## src/rtl/ber_sync_ctrl_pkg.sv

```systemverilog
// Shared types and constants for the BER sync controller.
// Holds the FSM state encoding, offset/window widths and the min-error start value.
package ber_sync_ctrl_pkg;

   localparam int OFF_W  = 9;
   localparam int WCNT_W = 10;

   localparam logic [WCNT_W-1:0] MIN_ERR_INIT = 10'd1023;

   typedef enum logic [2:0] {
      ST_IDLE  = 3'd0,
      ST_WAIT  = 3'd1,
      ST_SWEEP = 3'd2,
      ST_SLIP  = 3'd3,
      ST_ALIGN = 3'd4,
      ST_COUNT = 3'd5
   } state_t;

endpackage

```

## src/rtl/ber_sync_ctrl_sat_cnt.sv

```systemverilog
// ber_sat_cnt32: 32-bit up-counter that sticks at all-ones.
// Counts when both en and inc are high; clr has priority over counting.
module ber_sat_cnt32 (
   input  logic        clk,
   input  logic        rst_n,
   input  logic        clr,
   input  logic        en,
   input  logic        inc,
   output logic [31:0] cnt
);

   always_ff @(posedge clk or negedge rst_n) begin
      if (!rst_n) begin
         cnt <= '0;
      end else if (clr) begin
         cnt <= '0;
      end else if (en && inc && (cnt != '1)) begin
         cnt <= cnt + 32'd1;
      end
   end

endmodule

```

## src/rtl/ber_sync_ctrl.sv

```systemverilog
// ber_sync_ctrl: sweeps every PRBS offset, picks the one with fewest errors, then counts BER.
// Loss-of-lock detection in COUNT is built only when BER_SYNC_LOL_EN is defined.
//
// state | meaning
// IDLE  | waiting for i_start
// WAIT  | start-up delay, START_DLY enabled cycles
// SWEEP | one PRBS_LEN-bit error window at the current offset
// SLIP  | hold the local PRBS one bit, step the offset
// ALIGN | hold the local PRBS o_best_off bits to land on the best offset
// COUNT | locked, accumulating bit and error counts
module ber_sync_ctrl
   import ber_sync_ctrl_pkg::*;
#(
   parameter int PRBS_LEN  = 511,
   parameter int START_DLY = 352590,
   parameter int LOL_THR   = 64
) (
   input  logic              clk,
   input  logic              i_reset,
   input  logic              i_en,
   input  logic              i_start,
   input  logic              i_err,
   output logic              o_prbs_adv,
   output logic              o_locked,
   output logic [OFF_W-1:0]  o_best_off,
   output logic [WCNT_W-1:0] o_min_err,
   output logic [31:0]       o_bit_cnt,
   output logic [31:0]       o_err_cnt,
   output logic              o_lol
);

   localparam logic [31:0]  DLY_LOAD = (START_DLY > 0) ? 32'(START_DLY - 1) : 32'd0;
   localparam logic [31:0]  WIN_LOAD = 32'(PRBS_LEN - 1);
   localparam logic [OFF_W:0] LEN_C  = (OFF_W + 1)'(PRBS_LEN);

   state_t              state, state_nxt;
   logic [31:0]         tmr, tmr_nxt;
   logic [OFF_W-1:0]    offset, off_nxt;
   logic [OFF_W-1:0]    best_off, best_nxt;
   logic [WCNT_W-1:0]   min_err, min_nxt;
   logic [WCNT_W-1:0]   win_cnt, win_nxt;
   logic [WCNT_W-1:0]   win_sum;
   logic [OFF_W:0]      off_inc;
   logic                prbs_adv;
   logic                cnt_clr;
   logic                cnt_run;

`ifdef BER_SYNC_LOL_EN
   localparam logic [WCNT_W-1:0] LOL_C = WCNT_W'(LOL_THR);
   logic                lol;
`endif

   assign win_sum = win_cnt + WCNT_W'(i_err);
   assign off_inc = {1'b0, offset} + (OFF_W + 1)'(1);

   always_ff @(posedge clk or negedge i_reset) begin
      if (!i_reset) begin
         state    <= ST_IDLE;
         tmr      <= '0;
         offset   <= '0;
         best_off <= '0;
         min_err  <= MIN_ERR_INIT;
         win_cnt  <= '0;
      end else begin
         state    <= state_nxt;
         tmr      <= tmr_nxt;
         offset   <= off_nxt;
         best_off <= best_nxt;
         min_err  <= min_nxt;
         win_cnt  <= win_nxt;
      end
   end

   // Nothing moves unless i_en is high, so every branch below sits under it.
   always_comb begin
      state_nxt = state;
      tmr_nxt   = tmr;
      off_nxt   = offset;
      best_nxt  = best_off;
      min_nxt   = min_err;
      win_nxt   = win_cnt;
      prbs_adv  = 1'b0;
      cnt_clr   = 1'b0;
      cnt_run   = 1'b0;
`ifdef BER_SYNC_LOL_EN
      lol       = 1'b0;
`endif
      if (i_en) begin
         case (state)
            ST_IDLE: begin
               if (i_start) begin
                  state_nxt = ST_WAIT;
                  tmr_nxt   = DLY_LOAD;
                  off_nxt   = '0;
                  best_nxt  = '0;
                  win_nxt   = '0;
                  min_nxt   = MIN_ERR_INIT;
                  cnt_clr   = 1'b1;
               end
            end
            ST_WAIT: begin
               if (tmr == '0) begin
                  state_nxt = ST_SWEEP;
                  tmr_nxt   = WIN_LOAD;
                  off_nxt   = '0;
               end else begin
                  tmr_nxt = tmr - 32'd1;
               end
            end
            ST_SWEEP: begin
               prbs_adv = 1'b1;
               win_nxt  = win_sum;
               if (tmr == '0) begin
                  // strict compare keeps the lowest offset on ties
                  if (win_sum < min_err) begin
                     min_nxt  = win_sum;
                     best_nxt = offset;
                  end
                  win_nxt   = '0;
                  state_nxt = ST_SLIP;
               end else begin
                  tmr_nxt = tmr - 32'd1;
               end
            end
            ST_SLIP: begin
               off_nxt = off_inc[OFF_W-1:0];
               if (off_inc < LEN_C) begin
                  state_nxt = ST_SWEEP;
                  tmr_nxt   = WIN_LOAD;
               end else begin
                  state_nxt = ST_ALIGN;
                  tmr_nxt   = 32'(best_off);
               end
            end
            ST_ALIGN: begin
               // best offset 0 still spends one hold cycle here
               if (tmr <= 32'd1) begin
                  state_nxt = ST_COUNT;
                  tmr_nxt   = WIN_LOAD;
                  win_nxt   = '0;
               end else begin
                  tmr_nxt = tmr - 32'd1;
               end
            end
            ST_COUNT: begin
               prbs_adv = 1'b1;
               cnt_run  = 1'b1;
`ifdef BER_SYNC_LOL_EN
               win_nxt  = win_sum;
               if (tmr == '0) begin
                  tmr_nxt = WIN_LOAD;
                  win_nxt = '0;
                  if (win_sum > LOL_C) begin
                     lol       = 1'b1;
                     state_nxt = ST_SWEEP;
                     off_nxt   = '0;
                     min_nxt   = MIN_ERR_INIT;
                  end
               end else begin
                  tmr_nxt = tmr - 32'd1;
               end
`endif
            end
            default: state_nxt = ST_IDLE;
         endcase
      end
   end

   ber_sat_cnt32 u_bit_cnt (
      .clk   (clk),
      .rst_n (i_reset),
      .clr   (cnt_clr),
      .en    (cnt_run),
      .inc   (1'b1),
      .cnt   (o_bit_cnt)
   );

   ber_sat_cnt32 u_err_cnt (
      .clk   (clk),
      .rst_n (i_reset),
      .clr   (cnt_clr),
      .en    (cnt_run),
      .inc   (i_err),
      .cnt   (o_err_cnt)
   );

   assign o_prbs_adv = prbs_adv;
   assign o_locked   = (state == ST_COUNT);
   assign o_best_off = best_off;
   assign o_min_err  = min_err;

`ifdef BER_SYNC_LOL_EN
   assign o_lol = lol;
`else
   assign o_lol = 1'b0;
`endif

endmodule
```

## config.mk

```make
export PLATFORM = sky130hd
export DESIGN_NAME = ber_sync_ctrl
export DESIGN_NICKNAME = d
export VERILOG_FILES = /design/src/rtl/ber_sync_ctrl_pkg.sv /design/src/rtl/ber_sync_ctrl_sat_cnt.sv /design/src/rtl/ber_sync_ctrl.sv
export SDC_FILE = /design/constraint.sdc
export NUM_CORES = 1
export LEC_CHECK = 0
export CAP_MARGIN = 20
export CORE_MARGIN = 1.5
export CORE_UTILIZATION = 55
export DETAILED_ROUTE_END_ITERATION = 10
export MAX_ROUTING_LAYER = met4
export PLACE_DENSITY = 0.78
export RECOVER_POWER = 25
export SYNTH_ARGS = -nofsm -noshare
export SYNTH_HDL_FRONTEND = slang
export SYNTH_SLANG_ARGS = --single-unit
```

## constraint.sdc

```tcl
create_clock -name clk -period 4.4 [get_ports clk]
set_input_delay 0.88 -clock clk [delete_from_list [all_inputs] [get_ports clk]]
set_output_delay 0.88 -clock clk [all_outputs]
set_load 0.01 [all_outputs]
```

==> metrics, run 1 <==
max cap viols 1; syn nets 925; Setup Crit Path Kind in2reg; clock sinks 137; die area 0.0154 mm²; Post-CTS Setup Inserts 0; clock slew seen by the registers of the worst setup and hold paths 60 ps; CP arrival 4160 ps; Max Clock Freq 263 MHz; Core Util, Final 0.673; min cycle time layout 3810 ps; Placement Cell Area 0.00911 mm²; Register Area 0.00344 mm²; global-route wire length before repair 32700 µm; Worst Clk Skew 9.27 ps; cts hold-fix bufs 0; CORE AREA 0.0144 mm²; final hold viol count 0; CTS tree built; clk buf depth 2; WL final 19900 µm; Resize count post-CTS 0; Seq/Total Area, Yosys 0.426; M1 GR Usage 0.374; Multi-input gate area 0.00431 mm²; Worst Setup SP i_err; Ant. Diodes 0; RR Startpoint win_cnt[0]$_DFFE_PN0P_; RePlAce Congestion 0.880; synthesized instance count 901; top_reg_cell synth dfrtp_1; # IOs 91; fin crit share 0.865; Post-synth EDFFs 0; Num CTS Buffers 17; synth warn 0; Port Buffers 89; met2 usage 0.425; VDD IR max 0.323 mV; failing checks capacitance limit, slew limit; GR peak layer met2; RSZ-0062 raised after global routing no; Lkg Pwr 4.13 nW; worst min path class reg2reg; CP max FO 10; Cell variety after synth 74; vias per cell 6.20; Skew-Pair Late Insertion Delay 430 ps; outcome finished, violations left; root buf cell clkbuf_16; Final ANT Viol Nets 0; starting density of the core 0.560; hold slack 482 ps; #FFs+latches synth 137; Worst-Margin Slew 2640 ps; Worst setup SP type input port; antenna violations before repair 0; largest net degree at the start of global routing 108; Worst Path Required 4750 ps; Post-Layout Inst Area 0.00970 mm²; DR vias 7268; Fillers 1150; DP Worst Slack 153 ps; fin. max-slew vios 108; P&R area growth vs syn 20.1%; pwr/cell area 411 mW/mm²; DR pass1 iterations 6; asr flop ratio synth 1.00; Mean Syn Cell Area 8.96 µm²; Slew HR -0.763; sum of negative setup slack 0 ps; Nets 1000; met3 Resource Use GR 0.0536; Core Rows 44; min-delay src tmr[30]$_DFFE_PN0P_; Mapped Area 0.00808 mm²; fin worst setup slack 593 ps; Post-route DRC 0; share of layout cells above drive strength 1 0.0829; detailed placement HPWL 13300 µm; WL/cell 16.9 µm; H-tree lvl count 4; chip width 124 µm; number of global-route vias before repair 6626; grt total ovfl 0; DRT iter0 DRCs 673; final-report setup violation count 0; Total GRT Usage 0.278; die height 124 µm; crit end category flop
[path summary, 6_finish.rpt]
path                                            endpoint  slack [ps]  depth (start not counted)
setup / recovery                o_min_err[3]$_DFFE_PN1P_         590                         13
hold / removal                       tmr[30]$_DFFE_PN0P_         480                          1
setup reg to reg                o_min_err[3]$_DFFE_PN1P_        1210                         12
hold reg to reg                      tmr[30]$_DFFE_PN0P_         480                          1
max in group asynchronous            tmr[28]$_DFFE_PN0P_        1580                          1
min in group asynchronous  u_bit_cnt.cnt[13]$_DFFE_PN0P_        1260                          1
[layout by cell type (no fill, tap or decap), types with 6 or more instances in the layout]
cell type / instances
nor2b_1: 6
o31ai_1: 6
and2_1: 6
inv_1: 36
mux2_2: 10
nand2b_1: 7
o22a_1: 6
nand2_1: 80
ha_1: 19
mux2i_1: 14
a21o_1: 8
nor3_1: 34
and4_1: 13
xnor2_1: 25
and3_1: 21
dfrtp_1: 127
nand4_1: 23
or3_1: 11
nand3_1: 51
xor2_1: 38
clkbuf_16: 17
a22o_1: 14
nor4_1: 19
clkdlybuf4s50_1: 88
or4_1: 13
nor2_1: 95
buf_4: 13
a21oi_1: 21
o21ai_0: 67
dfstp_2: 10
[critical path, stage by stage]
cell and delay, ps:
clkdlybuf4s50_1 510, ha_1 250, ha_1 230, nand3_1 110, xor2_1 220, inv_1 80
ha_1 280, a21o_1 160, a2111oi_0 430, a21oi_1 190, nor3b_4 230, buf_4 220
mux2_2 360
[state kept, by name, indices dropped and copies added, names as in the netlist]
register and count:
offset 9, tmr 32, u_err_cnt.cnt 32, o_best_off 9
o_min_err 10, u_bit_cnt.cnt 32, state 3, win_cnt 10
[cell families after synthesis]
| logic type | Yosys count | synth area share |
|---|---|---|
| adder cells (fa/ha/maj) | 19 | 0.0294 |
| AO/OA/AOI/OAI | 173 | 0.143 |
| flip-flops | 137 | 0.426 |
| XOR/XNOR | 63 | 0.0683 |
| AND/OR/NAND/NOR | 401 | 0.258 |
| other | 1 | 0.000464 |
| multiplexers | 24 | 0.0313 |
| buffers and inverters | 83 | 0.0435 |
[Yosys cell counts (19+ instances only)]
| master | number | area [µm²] |
|---|---|---|
| dfrtp_1 | 127 | 3180 |
| nor2_1 | 96 | 360 |
| nand2_1 | 80 | 300 |
| o21ai_0 | 67 | 335 |
| nand3_1 | 51 | 255 |
| xor2_1 | 38 | 333 |
| inv_1 | 36 | 135 |
| clkbuf_1 | 35 | 131 |
| nor3_1 | 35 | 175 |
| xnor2_1 | 25 | 219 |
| nand4_1 | 23 | 144 |
| a21oi_1 | 21 | 105 |
| and3_1 | 21 | 131 |
| ha_1 | 19 | 238 |
| nor4_1 | 19 | 119 |
[metrics by stage]
step           power (mW)  instances
2_1_floorplan        2.22        901
3_3_place_gp         2.54       1140
3_5_place_dp         2.56       1140
4_1_cts              4.01       1172
5_1_grt              4.19       1173
6_report             3.99       1173
[layer usage]
metal / wire length [µm] / up-vias
met5: 0 / -
met2: 9490 / 270
met1: 8920 / 3540
li1: - / 3416
met3: 1150 / 42
met4: 306 / 0
[power by group]
group	total [mW]	internal, mW	leakage, nW	switching (mW)
logic	0.876	0.412	2.03	0.464
clock network	1.44	0.871	0.287	0.569
registers	1.67	1.44	1.81	0.231
total	3.99	2.72	4.13	1.26
[layout make-up]
| cell class | instances | share of cell area |
|---|---|---|
| clock buffers | 20 | 0.0471 |
| clock inverters | 12 | 0.0146 |
| inverters | 36 | 0.0139 |
| multi-input cells | 681 | 0.444 |
| flip-flops and latches | 137 | 0.355 |
| well taps | 184 | 0.0237 |
| repair buffers | 103 | 0.102 |
(Power assumes the default switching activity.)
==> run 2: changes to the inputs <==
--- a/config.mk
+++ b/config.mk
@@ -9,8 +9,9 @@
 export CORE_MARGIN = 1.5
 export CORE_UTILIZATION = 55
 export DETAILED_ROUTE_END_ITERATION = 10
+export DONT_BUFFER_PORTS = 1
 export MAX_ROUTING_LAYER = met4
-export PLACE_DENSITY = 0.78
+export PLACE_DENSITY = 0.7
 export RECOVER_POWER = 25
 export SYNTH_ARGS = -nofsm -noshare
 export SYNTH_HDL_FRONTEND = slang
==> run 2 against run 1 <==
  * The flow now finishes without violations
  * Register-to-register slack worse by 240 ps
  * Final cell count down 7.8%
  * Fmax up 10%
  * Non-clock buffer count down 92
  * Sequential power up 3%
  * Global-route usage down 0.88 points
  * Clock skew down 1.6 ps
  * Worst setup slack better by 340 ps
  * Critical path type unchanged
==> metrics, run 2 (synthesis results as in run 1) <==
outcome completed; Total GRT Usage 0.269; WL final 19600 µm; antenna violations before repair 0; Nets 908; RePlAce Congestion 0.851; number of global-route vias before repair 6421; Comb pwr share 0.175; Resize count post-CTS 0; final-report setup violation count 0; Fillers 1211; Ant. Diodes 0; fin. max-slew vios 0; DP Worst Slack 502 ps; Skew-Pair Late Insertion Delay 420 ps; clock sinks 137; clock network fraction of total power 0.372; Metal-1 WL 8620 µm; Num CTS Buffers 17; Worst Path Required 4750 ps; Most common cell on crit path ha_1; root buf cell clkbuf_16; most frequent cells in the layout 127 x dfrtp_1, 95 x nor2_1, 80 x nand2_1; WL met2 9430 µm; worst min path class in2async; max cap viols 0; CP max-delay cell nor3b_4; Highest Signal Layer met4; commonest non-fill, non-tap cell in the layout dfrtp_1; clk buf depth 2; Lkg Pwr 3.80 nW; Psw 1.20 mW; fin crit share 0.787; DR pass1 iterations 5; WL/cell 18.1 µm; R2R Setup Slk 970 ps; fin worst setup slack 937 ps; Int Pwr 2.59 mW; Post-CTS Setup Inserts 0; die area 0.0154 mm²; Worst-Margin Slew 1040 ps; Worst Clk Skew 7.65 ps; Final ANT Viol Nets 0; starting density of the core 0.560; end point of the critical path o_best_off[4]$_DFFE_PN0P_; Slew HR 0.298; Worst Setup SP i_err; chip width 124 µm; global-route wire length before repair 31800 µm; final hold viol count 0; Core Rows 44; CP arrival 3810 ps; Post-route DRC 0; # IOs 91; top flop regs tmr x32, u_bit_cnt.cnt x32, u_err_cnt.cnt x32; die height 124 µm; Worst path max stage delay 560 ps; total chip power 3.79 mW; Worst setup SP type input port; routed wl met3 1290 µm; P&R area growth vs syn 8.75%; pwr/cell area 432 mW/mm²; RR Startpoint win_cnt[0]$_DFFE_PN0P_; crit path cell chain ha_1 -> ha_1 -> nand3_1 -> xor2_1 -> inv_1 -> ha_1 -> a21o_1 -> a2111oi_0 -> a21oi_1 -> nor3b_4 -> buf_4 -> mux2i_1; H-tree lvl count 4; grt total ovfl 0; VDD IR max 0.333 mV; crit end category flop; Core Util, Final 0.609; clock slew seen by the registers of the worst setup and hold paths 60 ps; CP max FO 11; Sw Ratio 0.316; min cycle time layout 3460 ps; CORE AREA 0.0144 mm²; largest net degree at the start of global routing 138; Port Buffers 0; worst reg2reg path depth 12; RSZ-0062 raised after global routing no; RR Endpoint o_best_off[4]$_DFFE_PN0P_; sum of negative setup slack 0 ps; detailed placement HPWL 13500 µm; DR vias 6778; Setup Crit Path Kind in2reg; vias per cell 6.27; DRT iter0 DRCs 553; CTS tree built; cts hold-fix bufs 0; Max Clock Freq 289 MHz; Flop pwr share 0.453; share of layout cells above drive strength 1 0.0870
==> run 2: cell count changes in the layout (fill, tap and decap cells not counted), sizes merged <==
| cell | previous run | this run |
|---|---|---|
| clkinvlp | 2 | 4 |
| buf | 13 | 11 |
| clkdlybuf4s50 | 88 | 0 |
| inv | 38 | 37 |
| clkbuf | 22 | 20 |
| clkinv | 6 | 5 |
==> run 2: per-layer routing <==
| metal | vias up | global-route usage |
|---|---|---|
| met5 | - | - |
| li1 | 3226 | - |
| met3 | 22 | 0.0760 |
| met4 | 0 | 0.0781 |
| met2 | 209 | 0.425 |
| met1 | 3321 | 0.338 |
==> run 2: per-stage QoR <==
step,instances,cell area [µm²],hold WS (ps)
after global placement,1048,8190,461
final,1081,8780,151
after global routing,1081,8780,128
after CTS,1080,8770,140
after detailed placement,1048,8190,477
after floorplan,901,8080,450
==> run 2: worst min-delay path by stage <==
stage                   startpoint                       endpoint  slack (ps)  cells after the start
3_5_place_dp   tmr[23]$_DFFE_PN0P_            tmr[23]$_DFFE_PN0P_         480                      1
4_1_cts                    i_reset  u_bit_cnt.cnt[10]$_DFFE_PN0P_         140                      0
3_3_place_gp   tmr[30]$_DFFE_PN0P_            tmr[30]$_DFFE_PN0P_         460                      1
6_report                   i_reset  u_bit_cnt.cnt[10]$_DFFE_PN0P_         150                      0
2_1_floorplan  tmr[23]$_DFFE_PN0P_            tmr[23]$_DFFE_PN0P_         450                      1
5_1_grt                    i_reset  u_bit_cnt.cnt[10]$_DFFE_PN0P_         130                      0
==> run 2: cell type report <==
type | count | area, µm² | area share
Sequential cell | 137 | 3440 | 0.392
Tap cell | 184 | 230 | 0.0262
Clock inverter | 12 | 124 | 0.0141
Clock buffer | 20 | 457 | 0.0520
Multi-Input combinational cell | 681 | 4310 | 0.491
Timing Repair Buffer | 11 | 86.3 | 0.00983
Inverter | 36 | 135 | 0.0154
==> run 2: critical path: cells and delay by family <==
family,cells,cell delay [ps]
buf+inv,2,380
xor+xnor,1,240
fa+ha+maj,3,700
simple gates,2,670
mux,1,200
compound gates,3,700
==> run 2: power by group through the flow <==
| stage | clock (mW) | combinational (mW) | sequential [mW] |
|---|---|---|---|
| after global routing | 1.50 | 0.751 | 1.75 |
| after detailed placement | 0 | 0.656 | 1.74 |
| final | 1.41 | 0.663 | 1.72 |
| after global placement | 0 | 0.631 | 1.73 |
| after CTS | 1.43 | 0.659 | 1.72 |
| after floorplan | 0 | 0.587 | 1.63 |
==> run 3: changes to the inputs <==
--- a/config.mk
+++ b/config.mk
@@ -11,7 +11,7 @@
 export DETAILED_ROUTE_END_ITERATION = 10
 export DONT_BUFFER_PORTS = 1
 export MAX_ROUTING_LAYER = met4
-export PLACE_DENSITY = 0.7
+export PLACE_DENSITY = 0.73
 export RECOVER_POWER = 25
 export SYNTH_ARGS = -nofsm -noshare
 export SYNTH_HDL_FRONTEND = slang
==> constraint.sdc (replaced) <==
create_clock -name clk -period 3.15 [get_ports clk]
set_input_delay 0.63 -clock clk [delete_from_list [all_inputs] [get_ports clk]]
set_output_delay 0.63 -clock clk [all_outputs]
set_load 0.01 [all_outputs]
==> run 3 against run 2 <==
  * Critical path type is now reg2reg
  * The flow now finishes with violations (hold timing)
  * Die area unchanged
  * First-iteration DRC count decreased by 20%
  * Critical path depth unchanged
  * Core utilization increased by 0.92 points
  * Global-route usage decreased by 0.85 points
  * Count of clock-buffer cells in the layout decreased by 2
==> metrics, run 3 (synthesis results as in run 1) <==
outcome finished, violations left; failing checks hold timing; Worst setup SP type flop; Lkg Pwr 3.86 nW; Core Rows 44; die area 0.0154 mm²; crit end category flop; # IOs 91; max cap viols 0; DP Worst Slack -63.6 ps; Placement Cell Area 0.00833 mm²; most frequent cells in the layout 127 x dfrtp_1, 95 x nor2_1, 80 x nand2_1; vias per cell 6.17; grt total ovfl 0; Core Util, Final 0.618; Skew-Pair Late Insertion Delay 430 ps; share of layout cells above drive strength 1 0.103; Max Clock Freq 338 MHz; CP max FO 10; Total GRT Usage 0.261; fin crit share 0.940; DR vias 6759; VDD IR max 0.457 mV; final hold viol count 127; RSZ-0062 raised after global routing no; Worst Clk Skew 8.87 ps; Post-Layout Inst Area 0.00892 mm²; Worst Path Required 3500 ps; CTS tree built; WL/cell 17.3 µm; antenna violations before repair 0; CP Buf/Inv Count 2; fin worst setup slack 188 ps; starting density of the core 0.560; Setup Crit Path Kind reg2reg; top flop regs tmr x32, u_bit_cnt.cnt x32, u_err_cnt.cnt x32; Num CTS Buffers 17; Fillers 1241; Most common cell on crit path ha_1; Post-CTS Setup Inserts 0; hold slack -101 ps; R2R Setup Slk 190 ps; sum of negative setup slack 0 ps; Final ANT Viol Nets 0; detailed placement HPWL 12900 µm; Worst-Margin Slew 942 ps; root buf cell clkbuf_16; clk buf depth 2; global-route wire length before repair 30900 µm; Placed Cells 1063; worst min path class in2async; Port Buffers 0; clock slew seen by the registers of the worst setup and hold paths 60 ps; WL final 18900 µm; DRT iter0 DRCs 443; die height 124 µm; RePlAce Congestion 0.839; CP arrival 3320 ps; Final Instance Count excl. Fillers 1096; largest net degree at the start of global routing 138; CORE AREA 0.0144 mm²; CP top delay family compound AO/OA/AOI/OAI gates; clock sinks 137; chip width 124 µm; min cycle time layout 2960 ps; H-tree lvl count 4; Post-route DRC 0; Slew HR 0.362; CP max-delay cell dfrtp_1; pwr/cell area 591 mW/mm²; final-report setup violation count 0; Nets 923; commonest non-fill, non-tap cell in the layout dfrtp_1; DR pass1 iterations 4; Worst path max stage delay 400 ps; number of global-route vias before repair 6323; fin. max-slew vios 0; Ant. Diodes 0; crit path cell chain ha_1 -> ha_1 -> nand3_1 -> xor2_1 -> inv_1 -> ha_1 -> a21o_1 -> a2111oi_0 -> a21oi_1 -> nor3b_4 -> buf_12 -> mux2_2; total chip power 5.27 mW; P&R area growth vs syn 10.4%
-- run 3: layout make-up --
type	instances	area [µm²]	area share
clock buffers	18	429	0.0481
clock inverters	14	139	0.0156
inverters	36	135	0.0152
multi-input cells	681	4320	0.484
flip-flops and latches	137	3440	0.386
well taps	184	230	0.0258
repair buffers	26	224	0.0251
-- run 3: repair_timing --
item,4_1_cts,5_1_grt
resized for setup,0,2
setup endpoints to repair,0,16
hold endpoints to repair,127,127
-- run 3: final timing paths --
path	from	to	cells past startpoint
max	win_cnt[0]$_DFFE_PN0P_	o_min_err[8]$_DFFE_PN1P_	12
min	i_reset	u_bit_cnt.cnt[14]$_DFFE_PN0P_	0
max reg2reg	win_cnt[0]$_DFFE_PN0P_	o_min_err[8]$_DFFE_PN1P_	12
min reg2reg	tmr[23]$_DFFE_PN0P_	tmr[23]$_DFFE_PN0P_	1
max in group asynchronous	i_reset	o_min_err[8]$_DFFE_PN1P_	0
min in group clk	i_en	offset[7]$_DFFE_PN0P_	2
-- run 3: per-layer routing --
layer  track usage  share of wire
met4        0.0774          0.013
met3        0.0737          0.070
met5             -              0
met1         0.336           0.46
met2         0.401           0.46
-- run 3: power by group --
part	switching, mW	internal (mW)	total, mW
Sequential	0.385	2.02	2.40
Clock	0.830	1.10	1.93
Combinational	0.519	0.419	0.938
Total	1.73	3.54	5.27
